<file path="config.mk">
export PLATFORM = sky130hd
export DESIGN_NAME = iob_intr_pkt_sched
export DESIGN_NICKNAME = d
export VERILOG_FILES = /design/src/rtl/iob_intr_pkt_sched_pkg.sv /design/src/rtl/iob_intr_pkt_sched_rr_arbiter.sv /design/src/rtl/iob_intr_pkt_sched.sv
export SDC_FILE = /design/constraint.sdc
export NUM_CORES = 1
export LEC_CHECK = 0
export CORE_AREA = 2 2 191 193
export DETAILED_ROUTE_END_ITERATION = 16
export DIE_AREA = 0 0 193 195
export PLACE_DENSITY = 0.61
export SETUP_SLACK_MARGIN = 0.02
export SLEW_MARGIN = 25
export SYNTH_ARGS = -nofsm -noshare
export SYNTH_HDL_FRONTEND = slang
export SYNTH_SLANG_ARGS = --single-unit
</file>
<file path="constraint.sdc">
create_clock -name clk -period 2.8 [get_ports clk]
set_clock_uncertainty 0.1 [all_clocks]
set_input_delay 0.28 -clock clk [delete_from_list [all_inputs] [get_ports clk]]
set_output_delay 0.28 -clock clk [all_outputs]
set_load 0.1 [all_outputs]
</file>
<file path="src/rtl/iob_intr_pkt_sched_pkg.sv">
// Shared constants, header field layout and FSM encoding
// for the interrupt packet scheduler.
package iob_intr_pkt_sched_pkg;

  localparam logic [7:0] MSG_TYPE_INTERRUPT = 8'd32;
  localparam logic [3:0] NOC_FBITS_L1       = 4'b0000;
  localparam logic [7:0] PKT_LEN_ONE        = 8'd1;

  localparam int CHIPID_HI = 63;
  localparam int CHIPID_LO = 50;
  localparam int DST_X_HI  = 49;
  localparam int DST_X_LO  = 42;
  localparam int DST_Y_HI  = 41;
  localparam int DST_Y_LO  = 34;
  localparam int FBITS_HI  = 33;
  localparam int FBITS_LO  = 30;
  localparam int LENGTH_HI = 29;
  localparam int LENGTH_LO = 22;
  localparam int TYPE_HI   = 21;
  localparam int TYPE_LO   = 14;

  typedef enum logic [1:0] {
    IDLE = 2'd0,
    HDR  = 2'd1,
    PLD  = 2'd2
  } state_t;

endpackage

</file>
<file path="src/rtl/iob_intr_pkt_sched_rr_arbiter.sv">
// Round-robin arbiter: first requester at or after the
// pointer wins; pointer moves past the winner on grant.
module rr_arbiter #(
  parameter int N = 4
) (
  input  logic                 clk,
  input  logic                 rst_n,
  input  logic [N-1:0]         req,
  input  logic                 en,
  output logic [N-1:0]         gnt,
  output logic [$clog2(N)-1:0] idx,
  output logic                 found
);

  localparam int IW = $clog2(N);

  logic [IW-1:0] ptr;
  logic [IW:0]   slot;

  // Scan requesters starting from the pointer, wrapping.
  always_comb begin
    gnt   = '0;
    idx   = '0;
    found = 1'b0;
    slot  = '0;
    for (int k = 0; k < N; k++) begin
      slot = {1'b0, ptr} + (IW+1)'(k);
      if (slot >= (IW+1)'(N)) slot = slot - (IW+1)'(N);
      if (!found && req[slot[IW-1:0]]) begin
        found = 1'b1;
        idx   = slot[IW-1:0];
      end
    end
    if (found) gnt[idx] = 1'b1;
  end

  // Advance pointer past the granted requester.
  always_ff @(posedge clk or negedge rst_n) begin
    if (!rst_n) begin
      ptr <= '0;
    end else if (en && found) begin
      ptr <= (idx == IW'(N-1)) ? '0 : idx + 1'b1;
    end
  end

endmodule

</file>
<file path="src/rtl/iob_intr_pkt_sched.sv">
// Arbitrates requesters onto one NoC port as two-flit
// interrupt packets, dropping requests with bad tile ids.
module iob_intr_pkt_sched
  import iob_intr_pkt_sched_pkg::*;
#(
  parameter int NUM_REQ     = 4,
  parameter int NUM_TILES_X = 8,
  parameter int NUM_TILES   = 64,
  parameter int CNT_W       = 16
) (
  input  logic                  clk,
  input  logic                  rst_n,
  input  logic [NUM_REQ-1:0]    req_val,
  output logic [NUM_REQ-1:0]    req_rdy,
  input  logic [NUM_REQ*32-1:0] req_tileid,
  input  logic [NUM_REQ*64-1:0] req_data,
  output logic                  noc_out_val,
  input  logic                  noc_out_rdy,
  output logic [63:0]           noc_out_data,
  output logic                  err_bad_tile,
  output logic                  busy,
  output logic [CNT_W-1:0]      pkt_sent_cnt,
  output logic [CNT_W-1:0]      pkt_drop_cnt
);

  localparam int IW = $clog2(NUM_REQ);

  state_t        state;
  logic [NUM_REQ-1:0] gnt;
  logic [IW-1:0] gidx;
  logic          gfound;
  logic          idle;
  logic          grant;
  logic [31:0]   sel_tile;
  logic [63:0]   sel_data;
  logic          bad;
  logic [63:0]   hdr_flit;
  logic [63:0]   pld_flit;
  logic [63:0]   pld_q;

  assign idle  = (state == IDLE);
  assign grant = idle && gfound;
  assign busy  = !idle;

  rr_arbiter #(.N(NUM_REQ)) u_arb (
    .clk   (clk),
    .rst_n (rst_n),
    .req   (req_val),
    .en    (idle),
    .gnt   (gnt),
    .idx   (gidx),
    .found (gfound)
  );

  assign req_rdy  = idle ? gnt : '0;
  assign sel_tile = req_tileid[32*int'(gidx) +: 32];
  assign sel_data = req_data[64*int'(gidx) +: 64];
  assign bad      = (sel_tile >= 32'(NUM_TILES));

  // Format header and payload flits of the granted request.
  always_comb begin
    hdr_flit = '0;
    hdr_flit[CHIPID_HI:CHIPID_LO] = '0;
    hdr_flit[DST_X_HI:DST_X_LO] =
      8'(sel_tile % 32'(NUM_TILES_X));
    hdr_flit[DST_Y_HI:DST_Y_LO] =
      8'(sel_tile / 32'(NUM_TILES_X));
    hdr_flit[FBITS_HI:FBITS_LO]   = NOC_FBITS_L1;
    hdr_flit[LENGTH_HI:LENGTH_LO] = PKT_LEN_ONE;
    hdr_flit[TYPE_HI:TYPE_LO]     = MSG_TYPE_INTERRUPT;
    pld_flit = {sel_data[63:16], 7'b0, sel_data[8:0]};
  end

  // Packet FSM with registered flit, error and counters.
  always_ff @(posedge clk or negedge rst_n) begin
    if (!rst_n) begin
      state        <= IDLE;
      noc_out_val  <= 1'b0;
      noc_out_data <= '0;
      pld_q        <= '0;
      err_bad_tile <= 1'b0;
      pkt_sent_cnt <= '0;
      pkt_drop_cnt <= '0;
    end else begin
      err_bad_tile <= 1'b0;
      unique case (state)
        IDLE: begin
          if (grant && bad) begin
            err_bad_tile <= 1'b1;
            if (pkt_drop_cnt != '1)
              pkt_drop_cnt <= pkt_drop_cnt + 1'b1;
          end else if (grant) begin
            state        <= HDR;
            noc_out_val  <= 1'b1;
            noc_out_data <= hdr_flit;
            pld_q        <= pld_flit;
          end
        end
        HDR: begin
          if (noc_out_rdy) begin
            state        <= PLD;
            noc_out_data <= pld_q;
          end
        end
        PLD: begin
          if (noc_out_rdy) begin
            state        <= IDLE;
            noc_out_val  <= 1'b0;
            noc_out_data <= '0;
            if (pkt_sent_cnt != '1)
              pkt_sent_cnt <= pkt_sent_cnt + 1'b1;
          end
        end
        default: begin
          state       <= IDLE;
          noc_out_val <= 1'b0;
        end
      endcase
    end
  end

endmodule

</file>
== Yosys cells after proc, flatten, opt, wreduce, memory -nomap -nowiden ==
Cells that the tools add are included.

* Output and inout bits: 103
* Logic and storage cells: 101
* Bits in registers: 159
* Bits of input ports: 391

* Add/sub/neg operators: 10
* Shift operators: 2
* Order comparisons: 11
* Bitwise operators: 2
* Reduce and logical (&&, ||, !) cells: 18
* Equality and inequality tests: 9
* Multiplexer cells: 41

{| class="wikitable"
|+ Operators by type and width
! cell !! count
|-
| $mux W64 || 4
|-
| $shiftx A256 B9 Y64 || 1
|-
| $pmux W64 S3 || 1
|-
| $shiftx A128 B8 Y32 || 1
|-
| $add A16 B1 Y16 const B || 2
|-
| $ge A32 B7 Y1 const B || 1
|-
| $ne A16 B16 Y1 const B || 2
|-
| $mux W2 || 13
|-
| $lt A2 B3 Y1 const B || 5
|-
| $mux W1 || 14
|-
| $ge A3 B3 Y1 const B || 3
|-
| $reduce_and A3 Y1 || 3
|-
| $bmux W1 S2 || 4
|-
| $mux W4 || 2
|-
| $reduce_and A4 Y1 || 2
|-
| $sub A2 B1 Y2 const B || 4
|-
| $add A2 B2 Y3 const B || 2
|-
| $logic_and A1 B1 Y1 || 6
|-
| $ne A2 B2 Y1 const B || 3
|-
| $pmux W2 S3 || 1
|-
| $reduce_and A5 Y1 || 1
|-
| $eq A2 B2 Y1 const B || 2
|-
| $logic_not A1 Y1 || 4
|-
| $add A2 B1 Y3 const B || 1
|-
| 10 further kinds || 11
|}

== Longest topological paths before layout ==
* Depth after elaboration: 20
* Depth in mapped cells: 12
* Mapped depth without buffers: 10

== Hierarchy ==
A second synthesis with hierarchy kept.

* Cells, all modules: 606
* Area, all modules: 8,240.4 µm²

{| class="wikitable"
|+ Modules (own cells, without submodules)
! module !! instances !! cells an instance !! area each (µm²)
|-
| iob_intr_pkt_sched || 1 || 579 || 7,965.1
|-
| rr_arbiter || 1 || 27 || 275.3
|}

== Worst setup path after synthesis ==
Ideal clock, no wire load.

* Path type: register to output
* From: register u_arb.ptr[1]
* To: output port req_rdy[3]
* Cell stages (with the launch flop): 10
* Slack: -457 ps
* Data arrival time: 2,877 ps
* Buffers on the path: 4
* Required time: 2,420 ps
* Cell sequence: dfrtp_1 > mux2i_1 > nor2_1 > nor3_2 > buf_4 > buf_1 > clkbuf_1 > clkbuf_1 > ha_1 > and3_1

* Longest elaborated chain between the ends: 20
* Elaborated cells between the ends (all ways): 44

{| class="wikitable"
|+ RTL lines
! item !! line !! RTL
|-
| start, declared || iob_intr_pkt_sched_rr_arbiter.sv:17 || <nowiki>logic [IW-1:0] ptr;</nowiki>
|-
| start signal, assigned || iob_intr_pkt_sched_rr_arbiter.sv:42 || <nowiki>ptr <= (idx == IW'(N-1)) ? '0 : idx + 1'b1;</nowiki>
|-
| parallel branches: the longest is 18 deep, another holds $add A2 B1 Y3 || -- ||
|-
| $mux W4 (*) || iob_intr_pkt_sched_rr_arbiter.sv:34 || <nowiki>if (found) gnt[idx] = 1'b1;</nowiki>
|-
| $mux W4 (*) || iob_intr_pkt_sched.sv:55 || <nowiki>assign req_rdy = idle ? gnt : '0;</nowiki>
|-
| end, declared || iob_intr_pkt_sched.sv:14 || <nowiki>output logic [NUM_REQ-1:0] req_rdy,</nowiki>
|}

Mark *: on every way between the ends. The select of a mux whose other input is x is not followed.

== Worst setup path after layout ==
* From: register u_arb.ptr[1]
* To: register noc_out_data[44]

* Longest elaborated chain between the ends: 19
* Elaborated cells between the ends (all ways): 47

{| class="wikitable"
|+ RTL lines
! item !! line !! RTL
|-
| parallel branches: the longest is 19 deep, another holds $add A2 B1 Y3 || -- ||
|-
| end signal, assigned || iob_intr_pkt_sched.sv:95 || <nowiki>noc_out_data <= hdr_flit;</nowiki>
|-
| end signal, assigned || iob_intr_pkt_sched.sv:102 || <nowiki>noc_out_data <= pld_q;</nowiki>
|-
| end, declared || iob_intr_pkt_sched.sv:19 || <nowiki>output logic [63:0] noc_out_data,</nowiki>
|}

Several ways; the timed one is not identified. The select of a mux whose other input is x is not followed.
A chain may end at the register's enable or synchronous reset.

==> results <==
flip-flops by register name (all words and copies together) (netlist names):
| signal | cells |
|---|---|
| noc_out_val | 1 |
| state | 2 |
| pkt_drop_cnt | 16 |
| noc_out_data | 57 |
| err_bad_tile | 1 |
| pkt_sent_cnt | 16 |
| u_arb.ptr | 2 |
| pld_q | 57 |
metal layers:
layer	global-route usage [%]	vias to the layer above	wire length, um
met4	3.283	0	377
met3	4.385	20	2478
met2	29.90	291	17860
met1	21.25	4507	15570
met5	0	-	0
li1	-	4788	-
critical path, cell delays in order, from the launching register on:
cell and delay [ns]:
dfrtp_2 0.42, mux2i_2 0.25, nor2_2 0.08, nor3_4 0.19, buf_12 0.15, inv_8 0.04, buf_6 0.12, mux2i_1 0.11
mux2_4 0.27, and3_4 0.20, a31oi_4 0.21, nor3_4 0.06, buf_6 0.17, clkbuf_16 0.16, mux2_4 0.30
cells in the mapped netlist (9+ instances only):
cell type    n
nand2_1    444
dfrtp_1    152
o21ai_0    134
nand3_1     78
mux2i_1     57
clkbuf_1    53
inv_1       51
nor4_1      21
mux2_2      19
xor2_1      17
nor3_1      14
xnor2_1     13
ha_1        11
nand4_1     10
nor2_1      10
and3_1       9
buf_4        9
cells in the final DEF, fill, tap and decap left out, drive strengths merged, types with 7 or more instances in the layout:
cell type,instances
nand2,444
clkdlybuf4s50,361
buf,167
dfrtp,152
o21ai,135
nand3,78
mux2i,57
inv,54
clkbuf,32
nor4,21
mux2,20
xor2,17
nor3,16
xnor2,13
ha,11
nand4,10
nor2,10
and3,9
conb,7
bufinv,7
cells by family (layout without fill, tap and decap cells):
logic type	count (synthesis)	after routing	synth area share [%]
buffers and inverters	132	626	6.445
xor gates and xnor gates	30	30	2.949
adders and majority gates	11	11	1.544
other	1	7	0.04208
and+or+nand+nor	604	604	28.64
muxes	77	77	8.930
AOI/OAI and AO/OA	149	149	8.762
DFF	152	152	42.68
cell type report:
cell class	instances	share of cell area, %
well taps	461	3.645
repair buffers	543	35.41
clock buffers	18	2.712
flip-flops and latches	152	24.11
multi-input cells	878	31.20
inverters	53	1.336
clock inverters	12	1.581
metrics by stage:
| stage | power [uW] | hold WS [ns] | TNS [ns] | setup slack, ns |
|---|---|---|---|---|
| CTS | 12870 | 0.2699 | -3.180 | -0.1357 |
| finish | 13070 | 0.2639 | -6.793 | -0.1593 |
| detailed placement | 9663 | 0.1322 | -48.35 | -0.6207 |
| floorplan | 7479 | -0.1156 | 0 | 0.04101 |
| global route | 13790 | 0.2900 | -18.85 | -0.2500 |
| global placement | 9615 | 0.1351 | -42.88 | -0.5588 |
worst paths after layout:
kind	from	to	slack (ns)	cells after the start
worst max-delay path	u_arb.ptr[1]	noc_out_data[44]	-0.16	14
worst min-delay path	rst_n	pld_q[27]	0.26	2
worst max register to register	u_arb.ptr[1]	noc_out_data[44]	-0.16	14
worst min register to register	pld_q[26]	pld_q[26]	0.38	2
max in group asynchronous	rst_n	pkt_sent_cnt[6]	1.52	3
min in group clk	pld_q[26]	pld_q[26]	0.38	2
power groups by stage:
stage | clock, uW | combinational (uW) | sequential (uW)
floorplan | 0 | 2470 | 5010
global placement | 0 | 6770 | 2850
detailed placement | 0 | 6820 | 2850
CTS | 2800 | 7250 | 2820
global route | 2900 | 8020 | 2880
finish | 2730 | 7520 | 2830
repair_timing:
item	CTS	global route
endpoints found under the setup margin	82	136
pin swaps	10	12
hold buffers	1	0
setup buffers	10	10
gates resized for setup	54	81
cloned	4	19
endpoints found under the hold margin	41	0
==> reports/qor.csv <==
metric,value,unit
rsz0062_at_grt,true,
grt_pass1_wl,50310,um
vdd_ir_drop_max,0.5194,mV
postRouteAntennaNets,0,
yosysWarnings,0,
dr.pass1.iters,4,
max_freq,337.9,MHz
min_path_type,in2async,
die-area,37640,sq um
syn_area,8911,sq um
yosysTopAreaCellShare,42.68,%
fin_crit,2.959,ns
cts.clk_slew.worst_paths,0.07,ns
cts_tree,built,
drc,0,
diodes,0,
clock-sinks,152,
io_pins,494,
power_frac_seq,21.6,%
fillCellCount,3462,
core_area,35400,sq um
synth_seq_area_share,42.68,%
synthArstFlopShare,100.0,%
syn2layout_area_growth,77.60,%
grt_max_degree,85,
powerDensity,826.1,nW/um^2
die_x,193,um
path_max_fanout,6,
max_cap_viol_count,0,
multi_input_area,4938,sq um
post_drt_wl_per_cell,17.14,um
grt_use_total,17.11,%
slew_headroom,55.90,%
portBuffers,458,
place_congestion,0.8047,
fin_util,44.71,%
grt_pass1_vias,9230,
cts_made_buffers,17,
p_leak,0.007012,uW
final_cells,2117,
path_class,reg2reg,
placed_cell_area,14030,sq um
drv_slew,0,
netSwitchingFraction,47.63,%
dp_cells,2047,
drt_iter0_markers,409,
dpl.hpwl,25010,um
status,"finished, violations left",
gr-total-overflow,0,
arrival,3.16,ns
p_int,6847,uW
yosysUniqueCellTypes,42,
fin_ws,-0.1593,ns
avgSynthCellArea,7.709,sq um
hold_viol,0,
fin_nets,2047,
core.rowCount,69,
p_comb_share,57.5,%
synthFlopType,dfrtp_1,
cts-htree-levels,4,
critPathLaunchType,flip-flop,
die_y,195,um
drive_gt1_share,17.15,%
ys_ff_latch,152,
syn_inst,1156,
synth_edf_count,0,
p_sw,6228,uW
worst_setup_path_end_kind,flip-flop,
vias,9606,
final_area,15830,sq um
worst_slew_pin_slew,0.6615,ns
crit_required,3.00,ns
clock_latency,0.42,ns
antenna_found_initial,0,
seq_area,3816,sq um
synth_largest_area_cell,dfrtp_1,
failed_checks,negative setup slack,
initial_core_util,25.17,%
synthTopCellsByArea,"dfrtp_1 (43%), nand2_1 (19%), o21ai_0 (7.5%)",
setup_violations,64,
cts_buffer_depth,2,
wl,36280,um
period_share,105.7,%
cts_root_buffer,clkbuf_16,
viasPerCell,4.538,
clock_power_share,20.9,%
(Power assumes the default switching activity.)
